===== config.mk =====
export PLATFORM = sky130hd
export DESIGN_NAME = serial_word_feeder
export DESIGN_NICKNAME = d
export VERILOG_FILES = /design/src/rtl/serial_word_feeder.sv
export SDC_FILE = /design/constraint.sdc
export NUM_CORES = 1
export LEC_CHECK = 0
export ABC_AREA = 1
export BUFFER_PORTS_ARGS = -buffer_cell sky130_fd_sc_hd__buf_4
export CAP_MARGIN = 20
export CORE_UTILIZATION = 53
export CTS_CLUSTER_SIZE = 8
export DETAILED_ROUTE_END_ITERATION = 6
export GPL_TIMING_DRIVEN = 0
export PLACE_DENSITY = 0.86
export SLEW_MARGIN = 20
export SYNTH_ARGS = -nofsm -noshare
export SYNTH_HDL_FRONTEND = slang
export SYNTH_SLANG_ARGS = --single-unit

===== constraint.sdc =====
create_clock -name clk -period 2 [get_ports clk]
set_input_delay 0.2 -clock clk [delete_from_list [all_inputs] [get_ports clk]]
set_output_delay 0.2 -clock clk [all_outputs]
set_load 0.02 [all_outputs]

===== src/rtl/serial_word_feeder.sv =====
// Word FIFO feeding a shift-register serializer; emits one bit per DIV-clock
// bit period with bit_valid strobes and word_start/word_end framing.
module serial_word_feeder #(
  parameter int unsigned WIDTH = 8,
  parameter int unsigned DEPTH = 4,
  parameter int unsigned DIV   = 1
) (
  input  logic                     clk,
  input  logic                     reset,
  input  logic [WIDTH-1:0]         in_data,
  input  logic                     in_valid,
  output logic                     in_ready,
  input  logic                     msb_first,
  output logic                     bit_out,
  output logic                     bit_valid,
  output logic                     word_start,
  output logic                     word_end,
  output logic                     busy,
  output logic [$clog2(DEPTH):0]   fifo_count
);

  localparam int unsigned AW   = $clog2(DEPTH);
  localparam int unsigned CNTW = AW + 1;
  localparam int unsigned CW   = $clog2(WIDTH);
  localparam int unsigned DW   = (DIV > 1) ? $clog2(DIV) : 1;

  localparam logic [DW-1:0]   DIV_LOAD = DW'(DIV - 1);
  localparam logic [CW-1:0]   LAST_BIT = CW'(WIDTH - 1);
  localparam logic [CNTW-1:0] FULL_CNT = CNTW'(DEPTH);

  typedef enum logic {IDLE, SHIFT} state_t;

  state_t            state_q, state_n;
  logic [WIDTH-1:0]  mem [DEPTH];
  logic [AW-1:0]     wr_ptr, rd_ptr;
  logic [WIDTH-1:0]  word_q, word_n;
  logic              msb_q, msb_n;
  logic [CW-1:0]     bit_q, bit_n;
  logic [DW-1:0]     div_q, div_n;
  logic [CW-1:0]     sel;
  logic [CNTW-1:0]   count_n;
  logic              push, pop;
  logic              bit_out_n, bit_valid_n, word_start_n, word_end_n, busy_n, in_ready_n;

  assign push = in_valid && in_ready;

  // State register
  always_ff @(posedge clk or posedge reset) begin
    if (reset) state_q <= IDLE;
    else       state_q <= state_n;
  end

  // Next-state, pop decision and next registered outputs
  always_comb begin
    state_n = state_q;
    word_n  = word_q;
    msb_n   = msb_q;
    bit_n   = bit_q;
    div_n   = div_q;
    pop     = 1'b0;
    count_n = fifo_count;

    unique case (state_q)
      IDLE: begin
        if (fifo_count != '0) pop = 1'b1;
      end
      SHIFT: begin
        if (div_q == '0) begin
          if (bit_q == LAST_BIT) begin
            if (fifo_count != '0) pop = 1'b1;
            else                  state_n = IDLE;
          end else begin
            bit_n = bit_q + CW'(1);
            div_n = DIV_LOAD;
          end
        end else begin
          div_n = div_q - DW'(1);
        end
      end
      default: state_n = IDLE;
    endcase

    if (pop) begin
      state_n = SHIFT;
      word_n  = mem[rd_ptr];
      msb_n   = msb_first;
      bit_n   = '0;
      div_n   = DIV_LOAD;
    end

    // Outputs are precomputed so they are registered alongside the state
    sel          = msb_n ? (LAST_BIT - bit_n) : bit_n;
    busy_n       = (state_n == SHIFT);
    bit_out_n    = busy_n && word_n[sel];
    bit_valid_n  = busy_n && (div_n == DIV_LOAD);
    word_start_n = bit_valid_n && (bit_n == '0);
    word_end_n   = bit_valid_n && (bit_n == LAST_BIT);

    unique case ({push, pop})
      2'b10:   count_n = fifo_count + CNTW'(1);
      2'b01:   count_n = fifo_count - CNTW'(1);
      default: count_n = fifo_count;
    endcase
    in_ready_n = (count_n < FULL_CNT);
  end

  // Datapath and output registers
  always_ff @(posedge clk or posedge reset) begin
    if (reset) begin
      word_q     <= '0;
      msb_q      <= 1'b0;
      bit_q      <= '0;
      div_q      <= '0;
      wr_ptr     <= '0;
      rd_ptr     <= '0;
      fifo_count <= '0;
      in_ready   <= 1'b1;
      bit_out    <= 1'b0;
      bit_valid  <= 1'b0;
      word_start <= 1'b0;
      word_end   <= 1'b0;
      busy       <= 1'b0;
    end else begin
      word_q     <= word_n;
      msb_q      <= msb_n;
      bit_q      <= bit_n;
      div_q      <= div_n;
      fifo_count <= count_n;
      in_ready   <= in_ready_n;
      bit_out    <= bit_out_n;
      bit_valid  <= bit_valid_n;
      word_start <= word_start_n;
      word_end   <= word_end_n;
      busy       <= busy_n;
      if (push) wr_ptr <= wr_ptr + AW'(1);
      if (pop)  rd_ptr <= rd_ptr + AW'(1);
    end
  end

  // FIFO storage; contents are don't-care until written
  always_ff @(posedge clk) begin
    if (push) mem[wr_ptr] <= in_data;
  end

endmodule


======== Word level (Yosys, flattened, before mapping) ========
Memory sizes are Yosys's and may differ from the RTL's.
Index checks and enable logic that the tools add are counted.
operators by class
  reductions and logical operators ........ 7
  mux-type cells .......................... 23
  equality and inequality tests ........... 4
  bitwise gates (word level) .............. 2
  magnitude comparators ................... 2
  add/subtract/negate cells ............... 7
operators by type and width
  kind                 number
  $mux 3               5
  $mux 1               14
  $mux 8               1
  $add 3x1->3 const B  2
  $eq 3x3->1 const B   2
  $pmux 3 s2           1
  $logic_and 1x1->1    5
  $add 2x1->2 const B  2
  $lt 3x4->1 const B   1
  $bmux 1 s3           1
  $logic_not 3->1      1
  $lt 3x3->1 const B   1
  $reduce_bool 3->1    1
  $sub 3x1->3 const B  1
  $sub 3x3->3 const A  1
  $eq 2x1->1 const B   1
  $eq 2x2->1 const B   1
  $not 1->1            2
  $pmux 1 s2           1
  $sub 1x1->1 const B  1
storage, ports and cells
  memories ................................ 1
  bits of input ports ..................... 12
  RAM bits ................................ 32
  flip-flop bits (word level) ............. 26
  output and inout port bits .............. 9
memory list
  memory  depth  bits a word  rd ports  clocked after Yosys merged registers in  write ports  RTL line  text
  mem     4      8            1         0                                        1            34        logic [WIDTH-1:0] mem [DEPTH];

======== Logic depth before layout (Yosys ltp) ========
Gate-level depths: netlist (run 1).
  depth in word-level cells ............... 11
  depth in mapped cells ................... 13
  gate-level depth less buffers ........... 13

======== Worst setup path before layout (run 1) ========
Ideal clock, no wire load.
  kind .................................... flip-flop to flip-flop
  start point ............................. register bit_q[0]
  end point ............................... register in_ready
  data required time ...................... 1921 ps
  setup time .............................. 79 ps
  slack ................................... -150 ps
  buffers on the path ..................... 1
  data arrival time ....................... 2071 ps
  period minus slack after synthesis ...... 2150 ps
  stages on the path, launching flop included .. 12
  cell sequence ........................... dfrtp_1 > ha_1 > nand3_2 > nand2_2 > nand2_4 > inv_6 > buf_8 > ha_1 > fa_1 > o21ai_0 > xor2_1 > inv_1
on the way
  word-level cells in the longest chain between the ends .. 7
  elaborated cells on any way between the ends .. 8
  classes of those cells .................. order compare (1); eq/ne (3); mux (4)
ends and longest elaborated chain
  what                                      RTL line  text
  from (decl)                               38        logic [CW-1:0] bit_q, bit_n;
  from (signal assigned)                    126       bit_q <= bit_n;
  $eq 3x3->1 *                              69        if (bit_q == LAST_BIT) begin
  $mux 1 *                                  69
  $mux 1 *                                  68        if (div_q == '0) begin
  $pmux 1 s2 *                              63        unique case (state_q)
  $eq 2x1->1 or $eq 2x2->1 (tied branches)  99        unique case ({push, pop})
  $pmux 3 s2 *                              99
  $lt 3x3->1 *                              104       in_ready_n = (count_n < FULL_CNT);
  named net in_ready_n                      43        logic bit_out_n, bit_valid_n, word_start_n, word_end_n, busy_n, in_ready_n;
  to (signal assigned)                      129       in_ready <= in_ready_n;
  to (decl)                                 12        output logic in_ready,
Mark *: on every way through the listed nets, which the timed path passes. The rest lies on a longest branch.
A chain may end at the register's enable or synchronous reset.

======== Final worst setup path (run 1) ========
  start point ............................. register bit_q[1]
  end point ............................... register in_ready
Same word-level chain as after synthesis.

==> reports/qor.csv, run 1 <==
metric,value,unit
status,"finished, violations left",
failing checks,setup timing,
CP cell instances,ha_2 > nand3_2 > nand2_2 > nand2_4 > clkinv_8 > ha_4 > fa_2 > a21oi_2 > o21ai_2 > xor2_1 > inv_1,
GRT Overall Usage,0.205,
crit path max fanout,6,
DR iter-0 viols,162,
total congestion overflow,0,
Ys Warns,0,
die area,5170,µm²
Synth Register Bits,58,
boundary pin count,21,
PwrDens,1760,nW/µm²
post-route ant nets,0,
Worst setup EP type,flop,
Synth top area share,0.371,
Layout Utilization,0.677,
pin count of the biggest net entering global routing,27,
Vias,1836,
Fmax,489,MHz
Post-synth ARST share,0.448,
Final nets,313,
routability cong.,0.803,
clock buffer depth,2,
"Cell Area, Synth",2590,µm²
Critical path buffers and inverters,2,
Worst Tran Pin Value,803,ps
Die W,71.9,µm
Starting Density,0.549,
clock-pin slew on the worst setup and hold paths,70,ps
CP peak stage delay,380,ps
Leakage Power,1.44,nW
"Arr. time, crit path",2310,ps
I/O Buffers,20,
setup ws final,-45.8,ps
WL/cell,13.8,µm
Slew headroom,0.463,
layout cells sized above 1,0.261,
critical path's top delay family,adder cells,
max-slew violations,0,
startpoint types,flop,
Synth area leaders,"edfxtp_1 37%, dfrtp_1 24%, nand2_1 11%, inv_1 4.1%, nand3_1 3.9%",
crit path max-delay cell type,dfrtp_1,
setup TNS,-45.8,ps
fin cells,366,
clk sinks,58,
min Tclk post-route,2050,ps
DRC violations left,0,
placed cell count,338,
RSZ-0062 raised after global routing,true,
Skew-Pair Late Insertion Delay,340,ps
row cnt,25,
antenna violations before repair,0,
Final period util,1.02,
Core ar.,4720,µm²
vias in the first global route,1717,
Layout fillers,360,
hold crit path type,in2reg,
H-tree depth,3,
via/cell ratio,5.02,
CTS buffer count,9,
Final HPWL DP,3.06,mm
Post-synth top cells,"73 x nand2_1, 32 x edfxtp_1, 28 x inv_1, 25 x dfrtp_1, 20 x nand3_1",
Worst IR Drop VDD,811,µV
Synth-to-Final Area Change,23.3,%
# setup viols final,1,
synthesized instance count,251,
"area leader, netlist",edfxtp_1,
register area share after synthesis,0.622,
post-synth cell types,33,
"Req. time, crit path",2270,ps
ANT cells,0,
Tot Pwr,5.63,mW
Synth Net Count,270,
CTS root buffer,clkbuf_8,
Syn Area/Cell,10.3,µm²
most common cell in the synthesized netlist,nand2_1,
Chip Height,71.9,µm
CP Class,reg2reg,
first-pass GRT wire length,7.68,mm
Post-synth EDFFs,32,
Final Hold Fails,0,
Post-Route WL,5.05,mm
first-pass detailed-route iteration total,4,
Clock Skew,6.94,ps
max-cap viol count,0,
ys flop type,edfxtp_1,
CTS tree,built,
==> logic make-up (layout without fill, tap and decap cells) <==
logic type	after synthesis	count (layout)	share of synthesized area
AND/OR/NAND/NOR	128	128	0.221
flip-flops	58	58	0.622
buffers and inverters	37	85	0.0662
AO/OA/AOI/OAI	15	15	0.0328
adder cells (fa/ha/maj)	7	7	0.0367
XOR/XNOR	5	5	0.0169
multiplexers	1	1	0.00435
==> per-layer routing <==
layer  GRT usage  share of wire  up-vias
met5           0              0        -
met3      0.0750          0.037       18
met2       0.333           0.53       44
met4      0.0915          0.032        0
met1       0.246           0.41      878
li1            -              -      896
==> repair_timing <==
item                                    in CTS  in global routing
buffers inserted                             5                  6
endpoints found under the setup margin       3                  4
hold buffers                                 0                  1
pin swaps                                    5                  9
endpoints found under the hold margin        0                 13
resized for setup                            0                  8
==> state kept, by name, summed over array words and instances, names as in the netlist, 2 cells and up, named ones only <==
register and cells:
fifo_count 2, rd_ptr 2, word_q 8, mem 32, bit_q 3, wr_ptr 2
==> layout by cell type, fill, tap and decap left out, types with 2 or more instances in the layout <==
cell type / netlist / layout
or2_1: 5 / 5
nand2_4: 1 / 2
edfxtp_1: 32 / 32
inv_2: 2 / 2
dfrtp_1: 25 / 24
clkbuf_8: 0 / 9
clkinv_2: 0 / 2
ha_1: 6 / 4
o21ai_0: 3 / 2
nor4_1: 2 / 2
nor2_1: 15 / 15
a21oi_1: 6 / 5
inv_1: 28 / 27
nand3_1: 20 / 20
nand2_1: 73 / 70
clkinv_1: 0 / 3
nand3_2: 2 / 2
o21ai_1: 3 / 3
xor2_1: 4 / 4
o21ai_2: 1 / 2
buf_2: 2 / 2
buf_4: 1 / 32
nand2_2: 7 / 9
bufinv_16: 0 / 3
==> report_power, final <==
group / switching (mW) / internal, mW / total (mW)
sequential: 0.158 / 1.62 / 1.78
clock: 0.462 / 0.814 / 1.28
combinational: 1.59 / 0.985 / 2.58
==> metrics by stage <==
step	hold WS, ps	cell area [µm²]	setup WS (ps)
6_report	54.8	3200	-45.8
5_1_grt	48.9	3200	-176
4_1_cts	43.6	3100	12.3
3_5_place_dp	404	2840	-203
3_3_place_gp	400	2840	-145
2_1_floorplan	239	2610	-23.7
==> layout make-up <==
cell class / instances / area [µm²] / area share
plain buffers: 4 / 28.8 / 0.00901
clock buffers: 9 / 124 / 0.0388
clock inverters: 7 / 108 / 0.0337
inverters: 32 / 135 / 0.0423
multi-input cells: 156 / 845 / 0.264
flip-flops and latches: 58 / 1610 / 0.505
well taps: 67 / 83.8 / 0.0262
repair buffers: 33 / 258 / 0.0807
==> path summary, 6_finish.rpt <==
check,from,to,slack (ps),cells after the start
max reg2reg,bit_q[1]$_DFF_PP0_,in_ready$_DFF_PP1_,-50,11
max,bit_q[1]$_DFF_PP0_,in_ready$_DFF_PP1_,-50,11
min in group asynchronous,reset,fifo_count[0]$_DFFE_PP0N_,420,3
max in group asynchronous,reset,word_q[4]$_DFF_PP0_,1160,4
min,in_data[2],mem[3][2]$_DFFE_PP_,50,1
min reg2reg,word_q[7]$_DFF_PP0_,word_q[7]$_DFF_PP0_,530,2
Note: power is estimated with default switching activity, not from simulation.
==> run 2, diff against run 1 <==
--- a/config.mk
+++ b/config.mk
@@ -8,11 +8,12 @@
 export ABC_AREA = 1
 export BUFFER_PORTS_ARGS = -buffer_cell sky130_fd_sc_hd__buf_4
 export CAP_MARGIN = 20
-export CORE_UTILIZATION = 53
+export CORE_UTILIZATION = 55
+export CTS_BUF_LIST = sky130_fd_sc_hd__clkbuf_4 sky130_fd_sc_hd__clkbuf_8
 export CTS_CLUSTER_SIZE = 8
 export DETAILED_ROUTE_END_ITERATION = 6
 export GPL_TIMING_DRIVEN = 0
-export PLACE_DENSITY = 0.86
+export PLACE_DENSITY = 0.88
 export SLEW_MARGIN = 20
 export SYNTH_ARGS = -nofsm -noshare
 export SYNTH_HDL_FRONTEND = slang
==> run 2 against run 1 <==
The run ends with DRC left. Clock power decreased by 20%. Final area shrank 3.2%. Clock-buffer cell count rose by 3. Clock skew shrank 2.3 ps. Via count shrank 2.6%. Final cell count is 4.9% lower. Die area is 3.5% lower. Highest routed layer unchanged.
==> reports/qor.csv, run 2 (synthesized netlist as in run 1, its figures left out) <==
metric,value,unit,change
DR iter-0 viols,119,,-27%
clock buffer depth,2,,unchanged
PwrDens,1690,nW/µm²,-4.1%
clk sinks,58,,unchanged
Critical R2R Capture,in_ready$_DFF_PP1_,,
R2R Setup Slk,30,ps,+80 ps
"Req. time, crit path",2270,ps,about the same
RSZ-0062 raised after global routing,true,,
Skew-Pair Late Insertion Delay,330,ps,about the same
Starting Density,0.583,,+0.0344
Largest Register,mem,,
Worst setup EP type,flop,,
Core ar.,4440,µm²,-5.9%
WL/cell,13.4,µm,-2.8%
sequential power share,0.340,,+0.024
hold crit path type,in2reg,,
Final Hold Fails,0,,unchanged
H-tree depth,3,,unchanged
CTS tree,built,,
min Tclk post-route,1970,ps,-76.8 ps
Vias,1789,,-2.6%
Chip Height,70.6,µm,-1.8%
internal power,3.17,mW,-7.3%
first-pass detailed-route iteration total,6,,+2
Hold Path Stages,1,,unchanged
hold path start,in_data[2],,
pin count of the biggest net entering global routing,27,,unchanged
Largest regs,"mem (32), word_q (8), bit_q (3)",,
total congestion overflow,0,,unchanged
Die W,70.6,µm,-1.8%
row cnt,24,,-4.0%
Synth-to-Final Area Change,19.4,%,
Final HPWL DP,3.19,mm,+4.1%
Final period util,0.984,,-0.0384
die area,4990,µm²,-3.5%
Slew headroom,0.459,,-0.00409
via/cell ratio,5.14,,+2.5%
sw frac,0.394,,+0.000913
Placement Setup Slack,-201,ps,+1.87 ps
max reg flops,32,,unchanged
layout cells sized above 1,0.243,,-0.0176
"Arr. time, crit path",2230,ps,-80 ps
DRC violations left,2,,+2
ANT cells,0,,unchanged
post-route ant nets,0,,unchanged
most frequent cells in the layout,"73 x nand2_1, 32 x edfxtp_1, 29 x buf_4",,
CP Class,reg2reg,,
clock-pin slew on the worst setup and hold paths,60,ps,about the same
"most common cell after layout, fill and taps aside",nand2_1,,
failing checks,DRC,,
# setup viols final,0,,-1
Comb pwr share,0.462,,+0.004
antenna violations before repair,0,,unchanged
crit path max fanout,2,,-4
Fmax,508,MHz,+3.9%
boundary pin count,21,,unchanged
routability cong.,0.863,,+7.4%
clock power share,0.198,,-0.029
CTS root buffer,clkbuf_8,,
setup ws final,31.1,ps,+76.8 ps
Worst IR Drop VDD,1090,µV,+34%
max-cap viol count,0,,unchanged
Clock Skew,4.60,ps,-2.34 ps
Leakage Power,1.41,nW,-2.4%
CTS buffer count,9,,unchanged
Psw,2.06,mW,-7.0%
Post-Route WL,4.67,mm,-7.6%
startpoint types,flop,,
first-pass GRT wire length,8.01,mm,+4.3%
max-slew violations,0,,unchanged
setup TNS,0,ps,+45.8 ps
Final nets,310,,-0.96%
RR Startpoint,bit_q[0]$_DFF_PP0_,,
hold endpoint,mem[3][2]$_DFFE_PP_,,
status,"finished, violations left",,
GRT Overall Usage,0.218,,+0.0131
Worst Tran Pin Value,809,ps,+6.11 ps
vias in the first global route,1778,,+3.6%
I/O Buffers,20,,unchanged
Worst R2R Path Depth,11,,unchanged
-- run 2: layer usage --
layer / GRT usage / share of wire / up-vias
met3: 0.0556 / 0.040 / 10
met5: 0 / 0 / -
li1: - / - / 896
met4: 0.120 / 0.024 / 0
met2: 0.373 / 0.52 / 34
met1: 0.253 / 0.41 / 849
-- run 2: worst max path at each step --
| stage | slack [ps] | cells after the start | start | to |
|---|---|---|---|---|
| 3_5_place_dp | -200 | 12 | bit_q[0]$_DFF_PP0_ | in_ready$_DFF_PP1_ |
| 2_1_floorplan | -20 | 12 | bit_q[0]$_DFF_PP0_ | in_ready$_DFF_PP1_ |
| 4_1_cts | 30 | 11 | bit_q[0]$_DFF_PP0_ | in_ready$_DFF_PP1_ |
| 6_report | 30 | 11 | bit_q[0]$_DFF_PP0_ | in_ready$_DFF_PP1_ |
| 3_3_place_gp | -140 | 12 | bit_q[0]$_DFF_PP0_ | in_ready$_DFF_PP1_ |
| 5_1_grt | -70 | 11 | bit_q[0]$_DFF_PP0_ | in_ready$_DFF_PP1_ |
-- run 2: critical path: stages (launching register included) --
cell	delay (ps)
dfrtp_1	400
ha_2	190
nand3_2	70
nand2_2	70
nand2_4	120
inv_8	40
ha_4	150
fa_2	350
a21oi_2	140
o21ai_1	90
xor2_1	220
inv_1	60
-- run 2: area by class of cell --
cell class	count	area (µm²)
fillers	328	1350
flip-flops and latches	58	1610
multi-input cells	156	831
plain buffers	4	28.8
inverters	32	130
clock inverters	4	42.5
well taps	52	65.1
repair buffers	30	235
clock buffers	12	146
-- run 2: power groups by stage --
| stage | logic, mW | clock network (mW) | registers (mW) |
|---|---|---|---|
| 2_1_floorplan | 1.69 | 0 | 1.84 |
| 3_3_place_gp | 2.20 | 0 | 1.77 |
| 3_5_place_dp | 2.29 | 0 | 1.80 |
| 4_1_cts | 2.38 | 1.05 | 1.77 |
| 5_1_grt | 2.74 | 1.11 | 1.81 |
| 6_report | 2.42 | 1.03 | 1.78 |
-- run 2: timing repair --
item,in CTS,in global routing
cloned,0,0
hold endpoints to repair,0,10
setup endpoints to repair,3,3
resized for setup,2,2
pin swaps,5,6
hold buffers,0,1
buffers inserted,6,2
-- run 2: through the flow --
step | hold slack (ps) | std cells | power, mW | utilization | cell area [µm²]
after floorplan | 239 | 251 | 3.53 | - | 2610
after global placement | 399 | 323 | 3.97 | 0.636 | 2830
after detailed placement | 403 | 323 | 4.08 | 0.636 | 2830
after CTS | 50.8 | 344 | 5.20 | 0.686 | 3050
after global routing | 51.0 | 348 | 5.65 | 0.696 | 3090
final | 63.1 | 348 | 5.23 | 0.696 | 3090
==> run 3, diff against run 2 <==
--- a/config.mk
+++ b/config.mk
@@ -6,14 +6,14 @@
 export NUM_CORES = 1
 export LEC_CHECK = 0
 export ABC_AREA = 1
-export BUFFER_PORTS_ARGS = -buffer_cell sky130_fd_sc_hd__buf_4
 export CAP_MARGIN = 20
-export CORE_UTILIZATION = 55
+export CORE_UTILIZATION = 70
 export CTS_BUF_LIST = sky130_fd_sc_hd__clkbuf_4 sky130_fd_sc_hd__clkbuf_8
 export CTS_CLUSTER_SIZE = 8
 export DETAILED_ROUTE_END_ITERATION = 6
+export DONT_BUFFER_PORTS = 1
 export GPL_TIMING_DRIVEN = 0
-export PLACE_DENSITY = 0.88
+export PLACE_DENSITY = 0.95
 export SLEW_MARGIN = 20
 export SYNTH_ARGS = -nofsm -noshare
 export SYNTH_HDL_FRONTEND = slang
==> constraint.sdc (replaced) <==
create_clock -name clk -period 2.3 [get_ports clk]
set_input_delay 0.23 -clock clk [delete_from_list [all_inputs] [get_ports clk]]
set_output_delay 0.23 -clock clk [all_outputs]
set_load 0.02 [all_outputs]
==> run 3 against run 2 <==
The flow now finishes without violations. Worst setup slack better by 100 ps. Non-clock buffer count is 19 lower. Global-route usage is 10 points higher. Combinational power is 19% lower. Register-to-register slack better by 100 ps. Flip-flop and latch count stayed put. Clock-buffer cell count is 1 lower. Hold slack worse by 55 ps. Sequential power is 9% lower. Clock skew is 3.4 ps higher. Total power is 17% lower. Final area is 5.8% lower. Critical path type unchanged.
==> reports/qor.csv, run 3 (synthesized netlist as in run 1, its figures left out) <==
metric,value,unit,change
most frequent cells in the layout,"73 x nand2_1, 32 x edfxtp_1, 28 x inv_1",,
crit path max fanout,10,,+8
Fmax,461,MHz,-9.2%
Worst setup EP type,flop,,
"Arr. time, crit path",2420,ps,+190 ps
Clock Skew,8.00,ps,+3.40 ps
DRC violations left,0,,-2
Largest regs,"mem (32), word_q (8), bit_q (3)",,
Largest Register,mem,,
Worst R2R Path Depth,11,,unchanged
Slew headroom,0.357,,-0.102
status,finished clean,,
min Tclk post-route,2170,ps,+198 ps
H-tree depth,3,,unchanged
antenna violations before repair,0,,unchanged
PwrDens,1490,nW/µm²,-12%
WL/cell,16.5,µm,+23%
max reg flops,32,,unchanged
ANT cells,0,,unchanged
GRT Overall Usage,0.321,,+0.103
RSZ-0062 raised after global routing,false,,
Critical R2R Capture,in_ready$_DFF_PP1_,,
DR iter-0 viols,204,,+71%
CTS tree,built,,
routability cong.,0.819,,-5.1%
via/cell ratio,5.82,,+13%
I/O Buffers,0,,-100%
Worst Tran Pin Value,963,ps,+154 ps
first-pass GRT wire length,9.02,mm,+13%
CTS buffer count,9,,unchanged
Vias,1881,,+5.1%
total congestion overflow,0,,unchanged
crit path max-delay cell type,dfrtp_2,,
Final Hold Fails,0,,unchanged
Synth-to-Final Area Change,12.5,%,
"Req. time, crit path",2560,ps,+290 ps
CP endpoint,in_ready$_DFF_PP1_,,
layout cells sized above 1,0.159,,-0.0844
CP cell instances,nor2_1 > nand2_2 > nand2_4 > inv_6 > buf_8 > ha_2 > fa_2 > a21oi_1 > o21ai_1 > xor2_1 > inv_1,,
CP Class,reg2reg,,
pin count of the biggest net entering global routing,27,,unchanged
Placement Setup Slack,-57.0,ps,+144 ps
Leakage Power,1.29,nW,-8.2%
max-cap viol count,0,,unchanged
hold crit path type,in2async,,
post-route ant nets,0,,unchanged
R2R Setup Slk,130,ps,+100 ps
"most common cell after layout, fill and taps aside",nand2_1,,
Skew-Pair Late Insertion Delay,330,ps,about the same
boundary pin count,21,,unchanged
CP peak stage delay,470,ps,+70 ps
first-pass detailed-route iteration total,7,,+1
clock-pin slew on the worst setup and hold paths,60,ps,about the same
startpoint types,flop,,
clock buffer depth,2,,unchanged
Starting Density,0.753,,+0.170
CTS root buffer,clkbuf_8,,
die area,3950,µm²,-21%
row cnt,21,,-13%
setup ws final,133,ps,+102 ps
Final period util,0.942,,-0.0422
Final nets,291,,-6.1%
Worst Setup SP,fifo_count[1]$_DFFE_PP0N_,,
RR Startpoint,fifo_count[1]$_DFFE_PP0N_,,
Chip Height,62.8,µm,-11%
Finished Cell Area,2910,µm²,-5.8%
clk sinks,58,,unchanged
Worst IR Drop VDD,850,µV,-22%
Die W,62.8,µm,-11%
Final HPWL DP,3.06,mm,-3.9%
placed inst area,2650,µm²,-6.2%
vias in the first global route,1927,,+8.4%
max-slew violations,0,,unchanged
# setup viols final,0,,unchanged
Core ar.,3440,µm²,-23%
Post-Route WL,5.34,mm,+14%
-- run 3: cell types whose count changed in the layout (fill, tap and decap cells not counted), sizes merged --
cell,previous run,this run
buf,33,7
dlygate4sd3,1,8
clkinv,3,5
bufinv,1,0
clkbuf,12,11
-- run 3: worst min path at each step --
stage / startpoint / end / slack, ps / depth (start not counted)
finish: reset / word_start$_DFF_PP0_ / 8 / 1
global placement: in_data[1] / mem[1][1]$_DFFE_PP_ / 330 / 0
CTS: reset / rd_ptr[0]$_DFFE_PP0N_ / 20 / 1
global route: reset / rd_ptr[0]$_DFFE_PP0N_ / 80 / 1
floorplan: reset / asynchronous set/reset pin / 270 / 1
detailed placement: in_data[1] / mem[1][1]$_DFFE_PP_ / 330 / 0
-- run 3: what timing repair did --
action                     CTS  global route
resized for setup            1             5
hold buffers                 8             0
buffers inserted             1             1
setup endpoints to repair    2             2
pin swaps                    1             2
hold endpoints to repair    32             0
-- run 3: cell type report --
type | instances | area, µm²
inverter | 32 | 128
clock inverter | 5 | 21.3
timing repair buffer | 10 | 95.1
buffer | 5 | 43.8
clock buffer | 11 | 139
fill | 156 | 528
multi-input combinational | 156 | 815
tap | 46 | 57.6
sequential | 58 | 1620
-- run 3: power by group --
group | internal [mW] | total (mW) | switching [mW]
registers | 1.41 | 1.62 | 0.205
clock network | 0.399 | 0.772 | 0.373
logic | 0.681 | 1.95 | 1.27
total | 2.49 | 4.34 | 1.85
-- run 3: metrics by stage --
| step | power (mW) | util | TNS, ps | instances | hold WS, ps |
|---|---|---|---|---|---|
| floorplan | 3.04 | - | 0 | 251 | 269 |
| global placement | 3.31 | 0.770 | -0.557 | 297 | 329 |
| detailed placement | 3.41 | 0.770 | -75.1 | 297 | 329 |
| CTS | 4.24 | 0.842 | 0 | 322 | 20.8 |
| global route | 4.68 | 0.847 | 0 | 323 | 75.4 |
| finish | 4.34 | 0.847 | 0 | 323 | 8.09 |
-- run 3: metal layers --
| layer | vias to the layer above | track usage | wire length (µm) |
|---|---|---|---|
| met3 | 29 | 0.0912 | 454 |
| met1 | 892 | 0.373 | 1970 |
| met2 | 108 | 0.538 | 2730 |
| met4 | 0 | 0.174 | 187 |
| li1 | 852 | - | - |
| met5 | - | 0 | 0 |
-- run 3: worst max-delay path, delay by kind of cell (launching register included) --
kind                       cells  cell delay (ps)
buffers and inverters          3              260
DFF                            1              470
and+or+nand+nor                3              430
adders and majority gates      2              530
xor gates and xnor gates       1              200
AOI/OAI and AO/OA              2              200
